`src/rtl/xgmii_tx_arbiter_if.sv`:
```
// FIFO-read-port bundle between requester FIFOs, the arbiter and the XGMII TX engine.
// master = arbiter side, slave = the FIFO/TX-engine environment side.
interface xgmii_tx_arbiter_if #(
  parameter int NUM_REQ = 2
);
  logic [72*NUM_REQ-1:0] s_dout;
  logic [NUM_REQ-1:0]    s_empty;
  logic [NUM_REQ-1:0]    s_rd_en;
  logic [71:0]           m_dout;
  logic                  m_empty;
  logic                  m_rd_en;

  modport master (
    input  s_dout, s_empty, m_rd_en,
    output s_rd_en, m_dout, m_empty
  );

  modport slave (
    output s_dout, s_empty, m_rd_en,
    input  s_rd_en, m_dout, m_empty
  );
endinterface

```
`src/rtl/xgmii_tx_arbiter.sv`:
```
// Per-frame round-robin owner of the TX engine FIFO port; grant 1 cycle after eligibility, data muxed combinationally.
// Backpressure is the TX engine's rd_en; a stalled frame is terminated by a watchdog. Stats: XGMII_TX_ARB_STATS_EN.
module xgmii_tx_arbiter #(
  parameter int NUM_REQ = 2,
  parameter int TIMEOUT = 1023
) (
  input  logic                   xgmii_clk,
  input  logic                   sys_rst_n,
  xgmii_tx_arbiter_if.master     bus,
  input  logic [NUM_REQ-1:0]     req_mask,
  output logic [NUM_REQ-1:0]     grant,
  output logic                   busy,
  output logic [32*NUM_REQ-1:0]  frame_cnt,
  output logic [31:0]            abort_cnt
);

  localparam int          IW = (NUM_REQ > 2) ? 2 : 1;
  localparam logic [15:0] TO = 16'(TIMEOUT);

  typedef enum logic [1:0] {
    ARB_IDLE,
    ARB_GRANT,
    ARB_ABORT,
    ARB_ABORT_FIN
  } state_t;

  state_t             state, state_nxt;
  logic [IW-1:0]      rr_ptr, g_idx, win_idx;
  logic               win_vld;
  logic [NUM_REQ-1:0] eligible;
  logic               rd_q;
  logic               started;
  logic [15:0]        wd;
  logic [71:0]        g_dout;
  logic               g_empty;
  logic               eof;
  int                 idx;

  assign eligible = ~bus.s_empty & req_mask;
  assign g_dout   = bus.s_dout[72*g_idx +: 72];
  assign g_empty  = bus.s_empty[g_idx];
  assign busy     = (state != ARB_IDLE);

  // Scan downward so the requester closest after rr_ptr is the last (winning) assignment.
  always_comb begin
    win_vld = 1'b0;
    win_idx = rr_ptr;
    idx     = 0;
    for (int k = NUM_REQ; k >= 1; k--) begin
      idx = int'(rr_ptr) + k;
      if (idx >= NUM_REQ) idx = idx - NUM_REQ;
      if (eligible[idx]) begin
        win_vld = 1'b1;
        win_idx = IW'(idx);
      end
    end
  end

  always_ff @(posedge xgmii_clk or negedge sys_rst_n) begin
    if (!sys_rst_n) state <= ARB_IDLE;
    else            state <= state_nxt;
  end

  always_comb begin
    state_nxt   = state;
    bus.s_rd_en = '0;
    bus.m_dout  = '0;
    bus.m_empty = 1'b1;
    eof         = 1'b0;
    case (state)
      ARB_IDLE: begin
        if (win_vld) state_nxt = ARB_GRANT;
      end
      ARB_GRANT: begin
        bus.m_dout           = g_dout;
        bus.m_empty          = g_empty;
        bus.s_rd_en[g_idx]   = bus.m_rd_en & ~g_empty;
        eof                  = rd_q && (g_dout[71:64] == 8'h00);
        if (eof)             state_nxt = ARB_IDLE;
        else if (wd == TO)   state_nxt = ARB_ABORT;
      end
      ARB_ABORT: begin
        // Synthetic all-zero terminator offered to the TX engine.
        bus.m_empty = 1'b0;
        if (bus.m_rd_en) state_nxt = ARB_ABORT_FIN;
      end
      ARB_ABORT_FIN: begin
        state_nxt = ARB_IDLE;
      end
      default: state_nxt = ARB_IDLE;
    endcase
  end

  always_ff @(posedge xgmii_clk or negedge sys_rst_n) begin
    if (!sys_rst_n) begin
      rd_q    <= 1'b0;
      grant   <= '0;
      g_idx   <= '0;
      rr_ptr  <= IW'(NUM_REQ - 1);
      wd      <= '0;
      started <= 1'b0;
    end else begin
      rd_q <= bus.m_rd_en & ~bus.m_empty;
      case (state)
        ARB_IDLE: begin
          if (win_vld) begin
            grant   <= NUM_REQ'(1) << win_idx;
            g_idx   <= win_idx;
            rr_ptr  <= win_idx;
          end
          wd      <= '0;
          started <= 1'b0;
        end
        ARB_GRANT: begin
          if (eof) begin
            grant <= '0;
          end else if (rd_q) begin
            wd      <= '0;
            started <= 1'b1;
          end else if (g_empty && started && (wd != TO)) begin
            wd <= wd + 16'd1;
          end
        end
        ARB_ABORT_FIN: begin
          grant <= '0;
        end
        default: ;
      endcase
    end
  end

`ifdef XGMII_TX_ARB_STATS_EN
  logic [31:0] fc_r [NUM_REQ];
  logic [31:0] ac_r;

  always_ff @(posedge xgmii_clk or negedge sys_rst_n) begin
    if (!sys_rst_n) begin
      for (int i = 0; i < NUM_REQ; i++) fc_r[i] <= '0;
      ac_r <= '0;
    end else begin
      if (eof)                      fc_r[g_idx] <= fc_r[g_idx] + 32'd1;
      if (state == ARB_ABORT_FIN)   ac_r        <= ac_r + 32'd1;
    end
  end

  always_comb begin
    frame_cnt = '0;
    for (int i = 0; i < NUM_REQ; i++) frame_cnt[32*i +: 32] = fc_r[i];
  end

  assign abort_cnt = ac_r;
`else
  assign frame_cnt = '0;
  assign abort_cnt = '0;
`endif

endmodule

```
`src/flat_wrapper.sv`:
```
// flat-port wrapper written by rule: the top's interface ports become plain ports
module xgmii_tx_arbiter_flat 
#(
  parameter int NUM_REQ = 2,
  parameter int TIMEOUT = 1023
)
  (xgmii_clk, sys_rst_n, req_mask, grant, busy, frame_cnt, abort_cnt, bus_s_dout, bus_s_empty, bus_m_rd_en, bus_s_rd_en, bus_m_dout, bus_m_empty);
  xgmii_tx_arbiter_if #(.NUM_REQ(NUM_REQ)) bus_i ();
  input  logic xgmii_clk;
  input  logic sys_rst_n;
  input  logic [NUM_REQ-1:0] req_mask;
  output logic [NUM_REQ-1:0] grant;
  output logic busy;
  output logic [32*NUM_REQ-1:0] frame_cnt;
  output logic [31:0] abort_cnt;
  input wire logic [$bits(bus_i.s_dout)-1:0] bus_s_dout;
  input wire logic [$bits(bus_i.s_empty)-1:0] bus_s_empty;
  input wire logic [$bits(bus_i.m_rd_en)-1:0] bus_m_rd_en;
  output wire logic [$bits(bus_i.s_rd_en)-1:0] bus_s_rd_en;
  output wire logic [$bits(bus_i.m_dout)-1:0] bus_m_dout;
  output wire logic [$bits(bus_i.m_empty)-1:0] bus_m_empty;
  assign bus_i.s_dout = bus_s_dout;
  assign bus_i.s_empty = bus_s_empty;
  assign bus_i.m_rd_en = bus_m_rd_en;
  assign bus_s_rd_en = bus_i.s_rd_en;
  assign bus_m_dout = bus_i.m_dout;
  assign bus_m_empty = bus_i.m_empty;
  xgmii_tx_arbiter #(.NUM_REQ(NUM_REQ), .TIMEOUT(TIMEOUT)) u_core (.xgmii_clk(xgmii_clk), .sys_rst_n(sys_rst_n), .bus(bus_i), .req_mask(req_mask), .grant(grant), .busy(busy), .frame_cnt(frame_cnt), .abort_cnt(abort_cnt));
endmodule
```
`config.mk`:
```
export PLATFORM = sky130hd
export DESIGN_NAME = xgmii_tx_arbiter_flat
export DESIGN_NICKNAME = d
export VERILOG_FILES = /design/src/rtl/xgmii_tx_arbiter_if.sv /design/src/rtl/xgmii_tx_arbiter.sv /design/src/flat_wrapper.sv
export SDC_FILE = /design/constraint.sdc
export NUM_CORES = 1
export LEC_CHECK = 0
export CAP_MARGIN = 20
export CORE_AREA = 2 2 128 130
export DETAILED_ROUTE_END_ITERATION = 8
export DIE_AREA = 0 0 130 132
export GPL_ROUTABILITY_DRIVEN = 0
export PLACE_DENSITY_LB_ADDON = 0.15
export SLEW_MARGIN = 20
export SYNTH_ARGS = -nofsm -noshare
export SYNTH_HDL_FRONTEND = slang
export SYNTH_SLANG_ARGS = --single-unit
```
`constraint.sdc`:
```
create_clock -name xgmii_clk -period 3.3 [get_ports xgmii_clk]
set_clock_uncertainty 0.05 [all_clocks]
set_input_delay 0.825 -clock xgmii_clk [delete_from_list [all_inputs] [get_ports xgmii_clk]]
set_output_delay 0.825 -clock xgmii_clk [all_outputs]
set_load 0.03 [all_outputs]
```
==> reports/metrics.yaml, run 1 <==
drc: 0
wirelength_um: 13300
die_w_um: 130
clk_pin_slew_ns: 0.06
cts_tree: "built"
fmax_mhz: 318
place_inst: 863
cp-start-kind: "input port"
seq_area_um2: 606
start_util_pct: 22.0
irDropWorstVdd_v: 0.000308
cts_inserted_buffers: 3
synthMuxAreaShare_pct: 21.7
cp.required_ns: 2.42
avgSynthCellArea_um2: 8.08
initialDrtViolationCount: 91
fill_cells: 1662
drt_pass1_iterations: 4
fin_setup_tns_ns: 0
yosysWarnings: 0
antenna_cells: 0
tightest_slew_ns: 0.592
routed_via_density: 4.01
slowest_delay_ns: 0.69
gr-usage-all-layers_pct: 14.2
die_y_um: 132
final-setup-viol-count: 0
period_needed_ns: 3.15
critPathSlowestCell: "clkdlybuf4s50_1"
drive_gt1_share_pct: 5.22
syn_area_um2: 3460
powerDensity_nw_per_um2: 772
ant_nets: 0
path_max_fanout: 1
avgRoutedWirePerCell_um: 15.4
ys_types: 39
cts-root-buf: "clkbuf_16"
r2r_cells: 8
slew_viol_final: 0
numClockSinks: 24
holdCritPathClass: "flip-flop to flip-flop"
cap_violations: 0
post_cts_buffers: 0
p_leak_nw: 2.48
grt_max_degree: 67
crit_type: "input port to output pin"
antenna_found_initial: 0
timing.final.hold_violations: 0
hold_path_end: "u_core.grant[0]"
fin_cells: 867
synth_top_family_by_area: "buffers and inverters"
dpl.hpwl_um: 11400
crit_chain: "clkdlybuf4s50_1 -> mux2i_1 -> nor2b_1 -> clkdlybuf4s50_1"
grt_pass1_wl_um: 19100
hp-start: "u_core.grant[0]"
vias: 3474
status: "complete, no violations"
synthCells: 428
reg2reg_to: "u_core.wd[8]"
dp_slack_ns: 0.165
row_count: 46
end_kind: "output pin"
ctsHoldBuffers: 0
rsz0062_at_grt: "no"
clockBufferDepth: 2
dieArea_um2: 17200
finalCritPeriodShare_pct: 95.3
crit_family: "buffers and inverters"
port-buffer-count: 228
clock_latency_ns: 0.26
ys_ff_latch: 24
grt_overflow: 0
area_delta_synth_final_pct: 69.2
hold_ws_ns: 0.459
htree_levels: 1
seq_area_frac_synth_pct: 17.4
synth_simple_gate_area_share_pct: 23.7
synth-xor-area-share_pct: 0
core_area_um2: 15700
mostFrequentLayoutCell: "clkdlybuf4s50_1"
postLayoutCellArea_um2: 5850
critPathBufInv: 2
fin_ws_ns: 0.155
grt_pass1_vias: 3241
yosysTopAreaCell: "mux2i_1"
synthTopCellsByArea: "mux2i_1 (22%), buf_4 (21%), dfrtp_1 (17%)"
mostFrequentLayoutCells: "clkdlybuf4s50_1 (219), conb_1 (96), mux2i_1 (75), nor2b_1 (75)"
cts_resized: 0
multi_input_area_um2: 2320
synth-adder-area-share_pct: 1.81
holdPathStages: 1
io_pins: 325
r2r_slack_ns: 0.81
place_area_um2: 5770
cpMostUsedCell: "clkdlybuf4s50_1"
synth_compound_area_share_pct: 9.26
netlist.area_leader.share_pct: 21.7
critPathArrivalTime_ns: 2.27
slew_headroom_pct: 60.2
nets: 808
## area by class of cell
type	count	area share, %
well taps	216	4.62
multi-input cells	358	39.6
inverters	22	1.41
clock buffers	4	1.35
flip-flops and latches	24	10.3
repair buffers	243	42.7
## synth_stat cells (all sizes together)
library cell and n:
buf 105, nor4b 1, o211ai 15, clkbuf 14, nor2b 75, conb 1
a31oi 7, nand2 9, dfstp 1, or3b 1, or4bb 1, o21a 2
a22o 2, o21ai 12, nor4 9, dfrtp 23, nand4 3, nor2 5
a32o 1, o21bai 1, o31a 1, a21oi 5, or2 1, mux2i 75
nor3 3, a22oi 1, or4 10, nand3 9, or3 4, inv 22
ha 5, o22ai 2, nor3b 2
## flip-flops by register name, indices dropped and copies added (netlist names), named ones only
name / flops
u_core.started: 1
u_core.rr_ptr: 1
u_core.grant: 2
u_core.wd: 16
u_core.rd_q: 1
u_core.g_idx: 1
u_core.state: 1
## metrics by stage
step | total power [mW] | utilization [%]
finish | 4.52 | 37.2
floorplan | 2.87 | -
detailed placement | 4.29 | 36.7
CTS | 4.57 | 37.2
global placement | 4.28 | 36.7
global route | 4.81 | 37.2
## power by group
group	switching (mW)	leakage [nW]	internal, mW
Combinational	1.99	2.14	1.64
Clock	0.104	0.0382	0.165
Sequential	0.198	0.299	0.425
Total	2.29	2.48	2.23
## how the worst max path moves through the flow
stage	startpoint	endpoint	slack, ns	cells past startpoint
6_report	bus_s_dout[85]	bus_m_dout[13]	0.15	4
5_1_grt	bus_m_rd_en	bus_s_rd_en[1]	0.11	4
4_1_cts	bus_m_rd_en	bus_s_rd_en[1]	0.16	4
3_5_place_dp	bus_m_rd_en	bus_s_rd_en[1]	0.16	4
3_3_place_gp	bus_s_dout[1]	bus_m_dout[1]	0.18	4
2_1_floorplan	u_core.g_idx	bus_s_rd_en[1]	0.30	4
## worst reg2reg max path, stage by stage (launching register included)
cell      delay (ns)
dfrtp_1         0.41
inv_1           0.09
ha_2            0.20
buf_12          0.22
nor2b_1         0.22
buf_4           0.19
or3b_1          0.48
or4_1           0.44
o211ai_1        0.10
## layer usage
| metal | GRT usage, % | routed length [um] |
|---|---|---|
| met1 | 15.8 | 5010 |
| met2 | 27.3 | 7180 |
| met3 | 2.64 | 919 |
| met4 | 3.29 | 205 |
| met5 | 0 | 0 |
## kinds of logic (layout without fill, tap and decap cells)
logic type / after synthesis / after routing
AOI/OAI and AO/OA: 49 / 49
adders and majority gates: 5 / 5
buffers and inverters: 141 / 269
DFF: 24 / 24
muxes: 75 / 75
other: 1 / 96
and+or+nand+nor: 133 / 133
Power figures use the tool's default switching activity.
==> run 2: changes to the inputs <==
GPL_TIMING_DRIVEN = 0   (was not set)
==> run 2 against run 1 <==
  * Clock-buffer cell count is the same
  * Clock power is essentially flat
  * Non-clock buffer count grew 102
  * Worst hold slack lost 0.0034 ns
  * Maximum frequency shrank 0.35%
  * Sequential share of layout area shrank 1.1 points
  * Wire length grew 11%
  * Cell count grew 12%
  * Global-route usage grew 1.6 points
  * Register-to-register slack gained 0.02 ns
  * Sequential power shrank 7.7%
==> reports/metrics.yaml, run 2 (synthesized netlist as in run 1, its figures left out) <==
ctsHoldBuffers: 0  # unchanged
antenna_found_initial: 0  # unchanged
crit_family: "buffers and inverters"
multi_input_area_um2: 2320  # +0.27%
end_kind: "output pin"
cp.depth: 4  # unchanged
period_needed_ns: 3.16  # +0.0112 ns
avgRoutedWirePerCell_um: 15.2  # -1.1%
grt_overflow: 0  # unchanged
wirelength_um: 14700  # +11%
power_mw: 4.40  # -2.6%
grt_max_degree: 25  # -63%
fin_cells: 969  # +12%
fmax_mhz: 317  # -0.35%
holdCritPathClass: "flip-flop to flip-flop"
numClockSinks: 24  # unchanged
path_max_fanout: 3  # +2
htree_levels: 1  # unchanged
critPathArrivalTime_ns: 2.28  # about the same
start_util_pct: 22.0  # unchanged
place_inst: 967  # +12%
die_y_um: 132  # unchanged
routed_via_density: 3.96  # -1.3%
initialDrtViolationCount: 93  # +2.2%
powerDensity_nw_per_um2: 675  # -13%
drive_gt1_share_pct: 16.6  # +11 points
crit_type: "input port to output pin"
port-buffer-count: 228  # unchanged
gr-usage-all-layers_pct: 15.8  # +1.6 points
cts_inserted_buffers: 3  # unchanged
cts-root-buf: "clkbuf_16"
drt_pass1_iterations: 6  # +2
mostFrequentLayoutCells: "clkdlybuf4s50_1 (172), buf_4 (97), conb_1 (96)"
grt_pass1_vias: 3669  # +13%
p_leak_nw: 3.47  # +40%
cp.required_ns: 2.42  # about the same
cts_tree: "built"
status: "complete, no violations"
slowest_delay_ns: 0.51  # -0.18 ns
slew_headroom_pct: 51.2  # -9.0 points
crit_chain: "clkdlybuf4s50_1 -> mux2i_1 -> mux2i_1 -> dlygate4sd2_1"
row_count: 46  # unchanged
timing.final.hold_violations: 0  # unchanged
tightest_slew_ns: 0.726  # +0.134 ns
postLayoutCellArea_um2: 6520  # +11%
vias: 3833  # +10%
cpMostUsedCell: "mux2i_1"
clockBufferDepth: 2  # unchanged
die_w_um: 130  # unchanged
finalCritPeriodShare_pct: 95.6  # +0.34 points
clock_latency_ns: 0.26  # about the same
cts_resized: 39  # +39
irDropWorstVdd_v: 0.000240  # -22%
largest_reg_flops: 16  # unchanged
area_delta_synth_final_pct: 88.5
drc: 0  # unchanged
r2r_cells: 8  # unchanged
seq_area_um2: 603  # -0.41%
dieArea_um2: 17200  # unchanged
nets: 910  # +13%
regMostFlops: "u_core.wd"
ant_nets: 0  # unchanged
slew_viol_final: 0  # unchanged
cp-start-kind: "input port"
io_pins: 325  # unchanged
mostFrequentLayoutCell: "clkdlybuf4s50_1"
grt_pass1_wl_um: 21100  # +10%
final-setup-viol-count: 0  # unchanged
rsz0062_at_grt: "no"
holdPathStages: 2  # +1
dpl.hpwl_um: 12700  # +12%
post_cts_buffers: 0  # unchanged
place_area_um2: 6370  # +10%
biggestRegsByFlops: "u_core.wd: 16 flops, u_core.grant: 2 flops"
critPathBufInv: 2  # unchanged
core_area_um2: 15700  # unchanged
clk_pin_slew_ns: 0.06  # about the same
cap_violations: 0  # unchanged
fill_cells: 1626  # -2.2%
critPathSlowestCell: "clkdlybuf4s50_1"
antenna_cells: 0  # unchanged
[run 2: cell types whose count changed in the layout (fill, tap and decap cells not counted), moves of 6 or more]
| cell | change |
|---|---|
| buf_12 | -10 |
| clkbuf_2 | +8 |
| dlymetal6s2s_1 | +32 |
| buf_4 | +83 |
| buf_2 | +6 |
| dlygate4sd2_1 | +23 |
| clkdlybuf4s50_1 | -47 |
[run 2: worst min-delay path, stage by stage (launching register included)]
cell     delay, ns
dfstp_2       0.38
nand2_1       0.05
o21ai_0       0.07
[run 2: final cells by class]
type / instances / area share [%]
Buffer: 117 / 12.8
Sequential cell: 24 / 9.25
Multi-Input combinational cell: 358 / 35.6
Tap cell: 216 / 4.14
Clock buffer: 4 / 1.21
Timing Repair Buffer: 228 / 35.7
Inverter: 22 / 1.27
[run 2: path summary, 6_finish.rpt]
kind | to | slack [ns] | start
max | bus_m_empty | 0.14 | bus_s_empty[1]
min | u_core.rr_ptr | 0.46 | u_core.rr_ptr
max reg2reg | u_core.wd[8] | 0.83 | flip-flop
min reg2reg | u_core.rr_ptr | 0.46 | u_core.rr_ptr
max in group asynchronous | u_core.g_idx | 2.28 | sys_rst_n
min in group asynchronous | u_core.wd[7] | 0.50 | sys_rst_n
[run 2: through the flow]
step / hold WS, ns / TNS [ns] / utilization, % / setup slack, ns
5_1_grt: 0.480 / 0 / 41.5 / 0.0183
6_report: 0.456 / 0 / 41.5 / 0.144
3_5_place_dp: 0.446 / -25.89 / 40.5 / -0.588
4_1_cts: 0.462 / 0 / 41.0 / 0.00144
2_1_floorplan: 0.426 / 0 / - / 0.300
3_3_place_gp: 0.440 / -25.37 / 40.5 / -0.577
[run 2: routing by layer]
layer	part of all wire (%)	global-route usage, %	vias to the layer above
li1	-	-	1940
met1	37	17.0	1763
met2	56	32.3	124
met3	6.0	2.35	6
met4	0.60	1.91	0
met5	0	0	-
[run 2: report_power, final]
| part | total [mW] | leakage [nW] | internal [mW] | switching, mW |
|---|---|---|---|---|
| Clock | 0.272 | 0.0382 | 0.165 | 0.107 |
| Sequential | 0.576 | 0.299 | 0.423 | 0.153 |
| Combinational | 3.55 | 3.13 | 1.50 | 2.06 |
==> run 3: changes to the inputs <==
RECOVER_POWER = 50   (was not set)
==> run 3 against run 2 <==
  * Sequential cell count unchanged
  * Worst hold slack about the same
  * Clock-buffer cell count unchanged
  * Critical path type unchanged
==> reports/metrics.yaml, run 3 (synthesized netlist as in run 1, its figures left out) <==
status: "complete, no violations"
cts-root-buf: "clkbuf_16"
postLayoutCellArea_um2: 6410  # -1.7%
irDropWorstVdd_v: 0.000233  # -3.3%
hp-start: "u_core.rr_ptr"
r2r_slack_ns: 0.76  # -0.07 ns
biggestRegsByFlops: "u_core.wd: 16 flops, u_core.grant: 2 flops"
hold_path_end: "u_core.rr_ptr"
htree_levels: 1  # unchanged
avgRoutedWirePerCell_um: 15.2  # +0.20%
grt_pass1_vias: 3669  # unchanged
wirelength_um: 14800  # +0.20%
fmax_mhz: 311  # -1.8%
r2r_cells: 6  # -2
cpMostUsedCell: "mux2i_1"
drt_pass1_iterations: 4  # -2
nets: 910  # unchanged
timing.final.hold_violations: 0  # unchanged
path_max_fanout: 3  # unchanged
cp-start-kind: "input port"
fill_cells: 1648  # +1.4%
mostFrequentLayoutCell: "clkdlybuf4s50_1"
tightest_slew_ns: 1.38  # +0.651 ns
ant_nets: 0  # unchanged
fin_ws_ns: 0.0869  # -0.0567 ns
end_kind: "output pin"
slew_headroom_pct: 8.21  # -43 points
port-buffer-count: 228  # unchanged
regMostFlops: "u_core.wd"
final-setup-viol-count: 0  # unchanged
core_area_um2: 15700  # unchanged
holdPathStages: 2  # unchanged
post_cts_buffers: 0  # unchanged
clk_pin_slew_ns: 0.06  # about the same
slowest_delay_ns: 0.58  # +0.07 ns
vias: 3838  # +0.13%
largest_reg_flops: 16  # unchanged
start_util_pct: 22.0  # unchanged
cap_violations: 0  # unchanged
cp.required_ns: 2.42  # about the same
die_y_um: 132  # unchanged
drive_gt1_share_pct: 16.5  # -0.13 points
antenna_found_initial: 0  # unchanged
die_w_um: 130  # unchanged
rsz0062_at_grt: "no"
grt_max_degree: 25  # unchanged
critPathArrivalTime_ns: 2.34  # +0.06 ns
period_needed_ns: 3.21  # +0.0567 ns
cts_inserted_buffers: 3  # unchanged
numClockSinks: 24  # unchanged
ctsHoldBuffers: 0  # unchanged
p_leak_nw: 3.27  # -5.9%
r2r-start: "u_core.wd[11]"
initialDrtViolationCount: 100  # +7.5%
drc: 0  # unchanged
crit_type: "input port to output pin"
io_pins: 325  # unchanged
powerDensity_nw_per_um2: 675  # about the same
clock_latency_ns: 0.26  # about the same
grt_pass1_wl_um: 21100  # unchanged
row_count: 46  # unchanged
dp_slack_ns: -0.588  # unchanged
gr-usage-all-layers_pct: 15.8  # unchanged
dpl.hpwl_um: 12700  # unchanged
mostFrequentLayoutCells: "clkdlybuf4s50_1 (167), buf_4 (97), conb_1 (96)"
slew_viol_final: 0  # unchanged
place_area_um2: 6370  # unchanged
holdCritPathClass: "flip-flop to flip-flop"
finalCritPeriodShare_pct: 97.4  # +1.7 points
routed_via_density: 3.96  # +0.13%
reg2reg_to: "u_core.wd[15]"
grt_overflow: 0  # unchanged
critPathSlowestCell: "dlygate4sd3_1"
dieArea_um2: 17200  # unchanged
cts_tree: "built"
antenna_cells: 0  # unchanged
crit_chain: "dlygate4sd3_1 -> mux2i_1 -> mux2i_1 -> dlygate4sd2_1"
area_delta_synth_final_pct: 85.2
clockBufferDepth: 2  # unchanged
-- run 3: cell types whose count changed in the layout (fill, tap and decap cells not counted) --
cell,previous run,this run
buf_6,1,0
clkbuf_2,8,9
clkbuf_1,4,17
dlymetal6s2s_1,32,20
buf_2,6,5
dlygate4sd3_1,0,5
clkdlybuf4s50_1,172,167
-- run 3: how the worst max path moves through the flow --
| stage | slack [ns] | depth (start not counted) | start | endpoint |
|---|---|---|---|---|
| final | 0.09 | 4 | bus_s_empty[0] | bus_m_empty |
| after global routing | 0.02 | 5 | u_core.g_idx | bus_m_dout[13] |
| after CTS | 0.001 | 6 | flip-flop | bus_m_dout[55] |
| after detailed placement | -0.59 | 6 | u_core.g_idx | bus_m_dout[64] |
| after global placement | -0.58 | 6 | u_core.g_idx | bus_m_dout[64] |
| after floorplan | 0.30 | 4 | u_core.g_idx | bus_s_rd_en[1] |
-- run 3: critical path: cells and delay by family --
| family | cells | cell delay (ns) |
|---|---|---|
| mux | 2 | 0.43 |
| buf+inv | 2 | 1.08 |
-- run 3: report_power, final --
group | switching [mW] | leakage, nW | internal [mW]
Sequential | 0.154 | 0.299 | 0.422
Clock | 0.107 | 0.0382 | 0.165
Combinational | 2.06 | 2.93 | 1.42
-- run 3: repair_timing --
item	CTS	global route
setup endpoints to repair	75	49
pin swaps	0	0
resized for setup	39	37
-- run 3: metal layers --
layer | GRT usage (%) | vias to the layer above | routed length (um)
li1 | - | 1935 | -
met1 | 17.0 | 1775 | 5580
met2 | 32.3 | 122 | 8220
met3 | 2.35 | 6 | 864
met4 | 1.91 | 0 | 88
met5 | 0 | - | 0
-- run 3: area by class of cell --
cell class,instances,area (um^2),share of cell area (%)
well taps,216,270,4.22
clock buffers,4,78.8,1.23
plain buffers,117,828,12.9
multi-input cells,358,2320,36.3
inverters,22,82.6,1.29
flip-flops and latches,24,603,9.41
repair buffers,228,2220,34.7
-- run 3: per-stage QoR --
stage | setup TNS (ns) | cells | power (mW) | utilization, % | hold WS [ns]
after detailed placement | -25.89 | 967 | 4.25 | 40.5 | 0.446
after floorplan | 0 | 523 | 2.87 | - | 0.426
final | 0 | 969 | 4.33 | 40.8 | 0.456
after global routing | 0 | 969 | 4.60 | 40.8 | 0.480
after global placement | -25.37 | 967 | 4.22 | 40.5 | 0.440
after CTS | 0 | 969 | 4.47 | 41.0 | 0.462
